[src/rtl/pp_frame_sequencer_if.sv]
// AXI-Stream style handshake bundle used for the sequencer's input and both outputs.
// The master drives data/valid and the slave answers with ready.
interface pp_frame_sequencer_if #(
    parameter int DW = 128
);
    logic [DW-1:0] tdata;
    logic          tvalid;
    logic          tready;

    modport master (
        output tdata,
        output tvalid,
        input  tready
    );

    modport slave (
        input  tdata,
        input  tvalid,
        output tready
    );
endinterface

[src/rtl/pp_frame_sequencer.sv]
// Frame-level sequencer for a ping-pong output pair.
// Each frame is framed by header beats broadcast to both outputs. The payload is passed
// straight through and switches between out1 and out2 every PP_GROUP*PACKET_SIZE beats.
// Metadata beats, also broadcast, close the frame. All counters move only on handshakes.
module pp_frame_sequencer #(
    parameter int DW          = 128,
    parameter int PP_GROUP    = 2,
    parameter int PACKET_SIZE = 2,
    parameter int FRAME_SIZE  = 256,
    parameter int HEADER_LEN  = 2,
    parameter int META_LEN    = 2
) (
    input  logic                        clk,
    input  logic                        reset,
    input  logic                        enable,
    output logic                        busy,
    output logic                        path,
    output logic [15:0]                 frame_cnt,
    output logic [15:0]                 counter_fs,
    pp_frame_sequencer_if.slave         axis_in,
    pp_frame_sequencer_if.master        axis_out1,
    pp_frame_sequencer_if.master        axis_out2
);

    localparam int G  = PP_GROUP * PACKET_SIZE;
    localparam int GW = (G > 1) ? $clog2(G) : 1;

    localparam logic [7:0]    HDR_LAST  = 8'(HEADER_LEN - 1);
    localparam logic [7:0]    META_LAST = 8'(META_LEN - 1);
    localparam logic [15:0]   FS_LAST   = 16'(FRAME_SIZE - 1);
    localparam logic [GW-1:0] G_LAST    = GW'(G - 1);

    typedef enum logic [1:0] {
        S_IDLE    = 2'd0,
        S_HEADER  = 2'd1,
        S_PAYLOAD = 2'd2,
        S_META    = 2'd3
    } state_t;

    state_t        state_r, state_s;
    logic [7:0]    k_r, k_s;
    logic [GW-1:0] g_r, g_s;
    logic          taken1_r, taken1_s;
    logic          taken2_r, taken2_s;
    logic          path_r, path_s;
    logic [15:0]   frame_cnt_r, frame_cnt_s;
    logic [15:0]   counter_fs_r, counter_fs_s;

    logic [DW-1:0] bcast_s;
    logic          hs1_s;
    logic          hs2_s;
    logic          in_hs_s;
    logic          beat_done_s;

    assign busy       = (state_r != S_IDLE);
    assign path       = path_r;
    assign frame_cnt  = frame_cnt_r;
    assign counter_fs = counter_fs_r;

    // Build the broadcast word for the current header or metadata beat
    always_comb begin
        bcast_s = {DW{1'b0}};
        if (state_r == S_HEADER) begin
            bcast_s[47:0] = {16'hA5A5, frame_cnt_r, 8'h00, k_r};
        end else if (state_r == S_META) begin
            bcast_s[47:0] = {16'h5A5A, frame_cnt_r, counter_fs_r};
        end else begin
            bcast_s = {DW{1'b0}};
        end
    end

    // Steer streams: broadcast beats go to outputs not yet served, payload passes through
    always_comb begin
        axis_out1.tdata  = {DW{1'b0}};
        axis_out1.tvalid = 1'b0;
        axis_out2.tdata  = {DW{1'b0}};
        axis_out2.tvalid = 1'b0;
        axis_in.tready   = 1'b0;
        case (state_r)
            S_HEADER, S_META: begin
                axis_out1.tdata  = bcast_s;
                axis_out1.tvalid = ~taken1_r;
                axis_out2.tdata  = bcast_s;
                axis_out2.tvalid = ~taken2_r;
            end
            S_PAYLOAD: begin
                if (path_r) begin
                    axis_out1.tdata  = axis_in.tdata;
                    axis_out1.tvalid = axis_in.tvalid;
                    axis_in.tready   = axis_out1.tready;
                end else begin
                    axis_out2.tdata  = axis_in.tdata;
                    axis_out2.tvalid = axis_in.tvalid;
                    axis_in.tready   = axis_out2.tready;
                end
            end
            default: begin
                axis_in.tready = 1'b0;
            end
        endcase
    end

    assign hs1_s       = axis_out1.tvalid & axis_out1.tready;
    assign hs2_s       = axis_out2.tvalid & axis_out2.tready;
    assign in_hs_s     = axis_in.tvalid & axis_in.tready;
    // A broadcast beat is finished once each output has either taken it earlier or takes it now
    assign beat_done_s = (taken1_r | hs1_s) & (taken2_r | hs2_s);

    // Next-state logic for the frame FSM and its counters
    always_comb begin
        state_s      = state_r;
        k_s          = k_r;
        g_s          = g_r;
        taken1_s     = taken1_r;
        taken2_s     = taken2_r;
        path_s       = path_r;
        frame_cnt_s  = frame_cnt_r;
        counter_fs_s = counter_fs_r;
        case (state_r)
            S_IDLE: begin
                if (enable) begin
                    state_s      = S_HEADER;
                    k_s          = 8'd0;
                    g_s          = {GW{1'b0}};
                    taken1_s     = 1'b0;
                    taken2_s     = 1'b0;
                    path_s       = 1'b1;
                    counter_fs_s = 16'd0;
                end else begin
                    state_s = S_IDLE;
                end
            end
            S_HEADER, S_META: begin
                if (beat_done_s) begin
                    taken1_s = 1'b0;
                    taken2_s = 1'b0;
                    if (state_r == S_HEADER && k_r == HDR_LAST) begin
                        state_s = S_PAYLOAD;
                        k_s     = 8'd0;
                    end else if (state_r == S_META && k_r == META_LAST) begin
                        state_s     = S_IDLE;
                        k_s         = 8'd0;
                        frame_cnt_s = frame_cnt_r + 16'd1;
                    end else begin
                        k_s = k_r + 8'd1;
                    end
                end else begin
                    taken1_s = taken1_r | hs1_s;
                    taken2_s = taken2_r | hs2_s;
                end
            end
            S_PAYLOAD: begin
                if (in_hs_s) begin
                    counter_fs_s = counter_fs_r + 16'd1;
                    if (g_r == G_LAST) begin
                        g_s    = {GW{1'b0}};
                        path_s = ~path_r;
                    end else begin
                        g_s = g_r + {{(GW-1){1'b0}}, 1'b1};
                    end
                    if (counter_fs_r == FS_LAST) begin
                        state_s = S_META;
                        k_s     = 8'd0;
                    end else begin
                        state_s = S_PAYLOAD;
                    end
                end else begin
                    state_s = S_PAYLOAD;
                end
            end
            default: begin
                state_s = S_IDLE;
            end
        endcase
    end

    // State and counter registers; reset abandons any frame in flight
    always_ff @(posedge clk or posedge reset) begin
        if (reset) begin
            state_r      <= S_IDLE;
            k_r          <= 8'd0;
            g_r          <= {GW{1'b0}};
            taken1_r     <= 1'b0;
            taken2_r     <= 1'b0;
            path_r       <= 1'b1;
            frame_cnt_r  <= 16'd0;
            counter_fs_r <= 16'd0;
        end else begin
            state_r      <= state_s;
            k_r          <= k_s;
            g_r          <= g_s;
            taken1_r     <= taken1_s;
            taken2_r     <= taken2_s;
            path_r       <= path_s;
            frame_cnt_r  <= frame_cnt_s;
            counter_fs_r <= counter_fs_s;
        end
    end

endmodule

[src/flat_wrapper.sv]
// flat-port wrapper written by rule: the top's interface ports become plain ports
module pp_frame_sequencer_flat 
#(
    parameter int DW          = 128,
    parameter int PP_GROUP    = 2,
    parameter int PACKET_SIZE = 2,
    parameter int FRAME_SIZE  = 256,
    parameter int HEADER_LEN  = 2,
    parameter int META_LEN    = 2
)
  (clk, reset, enable, busy, path, frame_cnt, counter_fs, axis_in_tdata, axis_in_tvalid, axis_in_tready, axis_out1_tdata, axis_out1_tvalid, axis_out1_tready, axis_out2_tdata, axis_out2_tvalid, axis_out2_tready);
  pp_frame_sequencer_if #(.DW(DW)) axis_in_i ();
  pp_frame_sequencer_if #(.DW(DW)) axis_out1_i ();
  pp_frame_sequencer_if #(.DW(DW)) axis_out2_i ();
  input  logic clk;
  input  logic reset;
  input  logic enable;
  output logic busy;
  output logic path;
  output logic [15:0] frame_cnt;
  output logic [15:0] counter_fs;
  input wire logic [$bits(axis_in_i.tdata)-1:0] axis_in_tdata;
  input wire logic [$bits(axis_in_i.tvalid)-1:0] axis_in_tvalid;
  output wire logic [$bits(axis_in_i.tready)-1:0] axis_in_tready;
  output wire logic [$bits(axis_out1_i.tdata)-1:0] axis_out1_tdata;
  output wire logic [$bits(axis_out1_i.tvalid)-1:0] axis_out1_tvalid;
  input wire logic [$bits(axis_out1_i.tready)-1:0] axis_out1_tready;
  output wire logic [$bits(axis_out2_i.tdata)-1:0] axis_out2_tdata;
  output wire logic [$bits(axis_out2_i.tvalid)-1:0] axis_out2_tvalid;
  input wire logic [$bits(axis_out2_i.tready)-1:0] axis_out2_tready;
  assign axis_in_i.tdata = axis_in_tdata;
  assign axis_in_i.tvalid = axis_in_tvalid;
  assign axis_in_tready = axis_in_i.tready;
  assign axis_out1_tdata = axis_out1_i.tdata;
  assign axis_out1_tvalid = axis_out1_i.tvalid;
  assign axis_out1_i.tready = axis_out1_tready;
  assign axis_out2_tdata = axis_out2_i.tdata;
  assign axis_out2_tvalid = axis_out2_i.tvalid;
  assign axis_out2_i.tready = axis_out2_tready;
  pp_frame_sequencer #(.DW(DW), .PP_GROUP(PP_GROUP), .PACKET_SIZE(PACKET_SIZE), .FRAME_SIZE(FRAME_SIZE), .HEADER_LEN(HEADER_LEN), .META_LEN(META_LEN)) u_core (.clk(clk), .reset(reset), .enable(enable), .busy(busy), .path(path), .frame_cnt(frame_cnt), .counter_fs(counter_fs), .axis_in(axis_in_i), .axis_out1(axis_out1_i), .axis_out2(axis_out2_i));
endmodule
[config.mk]
export PLATFORM = sky130hd
export DESIGN_NAME = pp_frame_sequencer_flat
export DESIGN_NICKNAME = d
export VERILOG_FILES = /design/src/rtl/pp_frame_sequencer_if.sv /design/src/rtl/pp_frame_sequencer.sv /design/src/flat_wrapper.sv
export SDC_FILE = /design/constraint.sdc
export NUM_CORES = 1
export LEC_CHECK = 0
export CORE_AREA = 5 5 165 167
export DETAILED_ROUTE_END_ITERATION = 7
export DIE_AREA = 0 0 170 172
export DONT_BUFFER_PORTS = 1
export GPL_TIMING_DRIVEN = 0
export PLACE_DENSITY_LB_ADDON = 0.12
export SKIP_CTS_REPAIR_TIMING = 1
export SYNTH_ARGS = -nofsm -noshare
export SYNTH_HDL_FRONTEND = slang
export SYNTH_SLANG_ARGS = --single-unit
[constraint.sdc]
create_clock -name clk -period 1.85 [get_ports clk]
set_input_delay 0.37 -clock clk [delete_from_list [all_inputs] [get_ports clk]]
set_output_delay 0.37 -clock clk [all_outputs]
set_load 0.02 [all_outputs]
=== Word-level counts from Yosys, hierarchy flattened ===
Cells that the tools add are included.
W data, S select, Z words.

* Output and inout port bits: 293
* Word-level logic and storage cells: 89
* Bits in registers: 47

* Bitwise logic cells: 10
* Mux-type cells: 42
* Add/subtract/negate cells: 4
* Reductions and logical operators: 13
* Equality and inequality tests: 12

{| class="wikitable"
|+ Operators with widths
! kind !! count
|-
| $pmux W128 S2 || 2
|-
| $mux W128 || 2
|-
| $mux W48 || 1
|-
| $mux W8 || 6
|-
| $mux W47 || 1
|-
| $add A16 B1 Y16 const B || 2
|-
| $mux W16 || 2
|-
| $pmux W16 S2 || 1
|-
| $pmux W8 S3 || 1
|-
| $eq A16 B8 Y1 const B || 1
|-
| $mux W1 || 13
|-
| $mux W2 || 6
|-
| $reduce_and A4 Y1 || 3
|-
| $pmux W1 S2 || 5
|-
| $add A8 B1 Y8 const B || 1
|-
| $eq A8 B1 Y1 const B || 1
|-
| $ne A2 B1 Y1 const B || 4
|-
| $eq A2 B2 Y1 const B || 3
|-
| $pmux W2 S3 || 1
|-
| $reduce_bool A2 Y1 || 3
|-
| $and A1 B1 Y1 || 4
|-
| $not A1 Y1 || 4
|-
| $pmux W2 S2 || 1
|-
| $reduce_and A2 Y1 || 2
|-
| 9 further kinds || 11
|}

=== Longest topological paths before layout ===
* Depth in word-level cells: 8
* Mapped depth: 8

=== Worst setup path after synthesis ===
Ideal clock, no wire load.

* Path kind: flip-flop to output port
* From: register u_core.path_r (netlist: u_core.path)
* To: output port axis_out1_tdata[33]
* Path slack: -0.289 ns
* Required time: 1.480 ns
* Stages on the path, launching flop included: 6
* Arrival: 1.769 ns
* Buffers on the path: 3
* Path through: dfstp_2 -> clkbuf_1 -> clkbuf_1 -> clkbuf_1 -> a21oi_1 -> nor2_1

* Word-level cells in the longest chain between the ends: 2

{| class="wikitable"
|+ RTL lines
! element !! line !! RTL
|-
| start: declaration || pp_frame_sequencer.sv:45 || <nowiki>logic path_r, path_s;</nowiki>
|-
| start signal: assignment || pp_frame_sequencer.sv:194 || <nowiki>path_r <= path_s;</nowiki>
|-
| $mux W128 || pp_frame_sequencer.sv:87 || <nowiki>if (path_r) begin</nowiki>
|-
| $pmux W128 S2 || pp_frame_sequencer.sv:79 || <nowiki>case (state_r)</nowiki>
|-
| end: declaration || flat_wrapper.sv:25 || <nowiki>output wire logic [$bits(axis_out1_i.tdata)-1:0] axis_out1_tdata;</nowiki>
|}

No other way between the ends.

=== Worst setup path in the final report ===
* From: register u_core.path_r (netlist: u_core.path)
* To: output port axis_out2_tdata[100]

* Word-level cells in the longest chain between the ends: 2

{| class="wikitable"
|+ RTL lines
! element !! line !! RTL
|-
| $mux W128 || pp_frame_sequencer.sv:87 ||
|-
| $pmux W128 S2 || pp_frame_sequencer.sv:79 ||
|-
| end: declaration || flat_wrapper.sv:28 || <nowiki>output wire logic [$bits(axis_out2_i.tdata)-1:0] axis_out2_tdata;</nowiki>
|}

No other way between the ends.

==> results.tsv <==
stage	metric	value	unit
status	status	finished, violations left	
status	failed_checks	setup timing	
routing	drt_wl_total	30400	um
synthesis	synthDistinctLibCells	48	
synthesis	netlist_instances	620	
synthesis	synth-main-ff-cell	dfrtp_1	
placed_design	place_congestion	0.822	
synthesis	synth-simple-area-share	41.3	%
synthesis	ys_warn_count	0	
clock_network	cts_tree	done	
timing	fin_crit	2.22	ns
power	power_frac_clock	10.3	%
routing	dr.pass1.iters	4	
clock_network	cts_max_level	2	
power	p_comb_share	73.6	%
grt	grt.overflow.total	0	
cells_and_area	antennaDiodeCount	0	
synthesis	synth_top_area_share	24.8	%
power	power_switching	0.00612	W
synthesis	synth_top_cell_by_area	dfrtp_1	
floorplanning	start_util	18.1	%
timing	worst_pin_slew	0.616	ns
synthesis	ys_ff_latch	47	
grt	grt_pass1_wl	38000	um
setup_path	r2r_cells	5	
power	power_frac_seq	16.1	%
min_path	worstHoldPathType	in2async	
routing	vias	5274	
setup_path	r2r_slack	-0.30	ns
cells_and_area	nNetsFinal	818	
cells_and_area	mostFrequentLayoutCells	and2_4 (79), and3_4 (69), nand2_1 (50)	
grt	grt_util_all_layers	17.7	%
cells_and_area	post-route-util	31.1	%
timing	fin_setup_tns	-76.55	ns
placed_design	dp_worst_setup_slack	-0.776	ns
floorplanning	die-area	29200	um^2
power	peakVddDrop	0.000531	V
setup_path	worstPathArrival	1.85	ns
grt	grt_max_degree	25	
power	p_per_area	1450	nW/um^2
cells_and_area	area_growth	71.6	%
setup_path	critPathRequiredTime	1.48	ns
power	p_leak	3.39	nW
flow_run	drv_cap	0	
setup_path	critPathLaunchType	flip-flop	
power	p_total	0.0116	W
clock_network	cts_buffers	5	
routing	drc	0	
routing	ant_nets	0	
floorplanning	io_pins	427	
timing	drv_slew	0	
synthesis	avgSynthCellArea	7.48	um^2
clock_network	clockRootBuffer	clkbuf_16	
placed_design	dp.final_hpwl	23500	um
cells_and_area	finalNonFillerCells	1015	
timing	max_freq	450	MHz
timing	skew	0.00779	ns
floorplanning	die_x	170	um
routing	drt-initial-drc-count	330	
setup_path	reg2reg_to	u_core.frame_cnt[1]	
clock_network	clockBufferDepth	2	
routing	wl_per_cell	30.0	um
setup_path	crit_type	reg2out	
grt	grt_pass1_vias	5073	
floorplanning	core-area	25600	um^2
cells_and_area	drive_gt1_share	67.2	%
synthesis	synth-seq-area-share	25.4	%
power	p_int	0.00545	W
clock_network	clkSinkCount	47	
setup_path	cp-end-kind	output pin	
timing	grt_setup_unrepaired	yes	
clock_network	clk_pin_slew	0.07	ns
floorplanning	die_h	172	um
timing	setup_viol	299	
placed_design	place_inst	956	
synthesis	synth-adder-area-share	1.35	%
synthesis	async_reset_ff_share	100	%
synthesis	synth_top_family_by_area	simple AND/OR/NAND/NOR gates	
synthesis	synth_area_leaders	dfrtp_1 (25%), and2_1 (11%), and3_1 (11%), a22o_1 (8.9%), nand2_1 (6.2%)	
synthesis	synth_compound_gate_area_share	18.2	%
setup_path	cp_max_fo	10	
synthesis	mappedNetlistNets	759	
floorplanning	rows	59	
cells_and_area	layout_commonest_cell	and2_4	
synthesis	synthMuxAreaShare	2.35	%
synthesis	synth-xor-area-share	5.66	%
setup_path	r2r_start	u_core.path	
routing	viasPerCell	5.20	
grt	antenna_found_initial	1	
placed_design	port_buffers	0	
timing	setup_ws	-0.373	ns
timing	period_share	120	%
timing	hold_violations	0	
synthesis	synth-edff-count	0	
power	p_sw_share	52.9	%
clock_network	worst_skew_pair.late_latency	0.29	ns
synthesis	netlist_area	4640	um^2
timing	slew_headroom	58.9	%
-- per-stage QoR --
| stage | hold slack, ns | cell area (um^2) |
|---|---|---|
| after floorplan | 0.454 | 4960 |
| after global placement | 0.475 | 5380 |
| after detailed placement | 0.360 | 5400 |
| after CTS | 0.0414 | 5590 |
| after global routing | 0.0627 | 7960 |
| final | 0.0331 | 7960 |
-- metal layers --
layer	vias up	global-route usage, %	routed length, um	part of all wire, %
met5	-	0	0	0
met4	0	3.47	550	1.8
met3	24	5.56	2130	7.0
met2	243	27.3	14600	48
met1	2710	24.6	13100	43
li1	2297	-	-	-
-- worst max path at each step --
stage                     slack [ns]                   end         startpoint  cells past startpoint
after floorplan                -0.05   u_core.frame_cnt[1]        u_core.path                      4
after global placement         -0.70   axis_out2_tdata[59]  u_core.state_r[0]                      7
after detailed placement       -0.78   axis_out2_tdata[59]  u_core.state_r[0]                      7
after CTS                      -1.11   axis_out2_tdata[59]  u_core.state_r[0]                      7
after global routing           -0.43  axis_out2_tdata[114]        u_core.path                      5
final                          -0.37  axis_out2_tdata[100]        u_core.path                      5
-- cell families after synthesis --
kind of cell / count (synthesis)
compound gates: 118
xor+xnor: 30
fa+ha+maj: 5
buf+inv: 68
flops: 47
mux: 10
simple gates: 342
-- power by group through the flow --
stage	sequential [W]	combinational [W]	clock, W
2_1_floorplan	0.00164	0.00432	0
3_3_place_gp	0.00181	0.00563	0
3_5_place_dp	0.00180	0.00564	0
4_1_cts	0.00179	0.00566	0.00124
5_1_grt	0.00191	0.00894	0.00129
6_report	0.00186	0.00852	0.00120
-- sequential cells by signal, indices dropped and copies added, names as in the netlist, named ones only --
register / cells
u_core.counter_fs: 16
u_core.frame_cnt: 16
u_core.taken2_r: 1
u_core.g_r: 2
u_core.taken1_r: 1
u_core.state_r: 1
u_core.k_r: 8
u_core.path: 1
-- critical path, stage by stage (launching register included) --
cell and delay (ns):
dfstp_4 0.75, buf_12 0.16, nor2_4 0.05, buf_12 0.16, buf_4 0.19, and2_2 0.25
-- synthesized netlist by cell type, types with 16 or more instances --
library cell and n:
and2_1 82, and3_1 82, nand2_1 76, clkbuf_1 53, a22o_1 47, dfrtp_1 46, nor2_1 38, xnor2_1 25
a21oi_1 24, o21ai_0 18, a21o_1 16
-- area by class of cell --
class | count | area [um^2]
inverter | 8 | 46.3
multi-input combinational | 505 | 4830
clock inverter | 2 | 60.1
fill | 2619 | 17700
tap | 335 | 419
timing repair buffer | 55 | 604
clock buffer | 6 | 129
buffer | 57 | 673
sequential | 47 | 1200
Note: power is estimated with default switching activity, not from simulation.
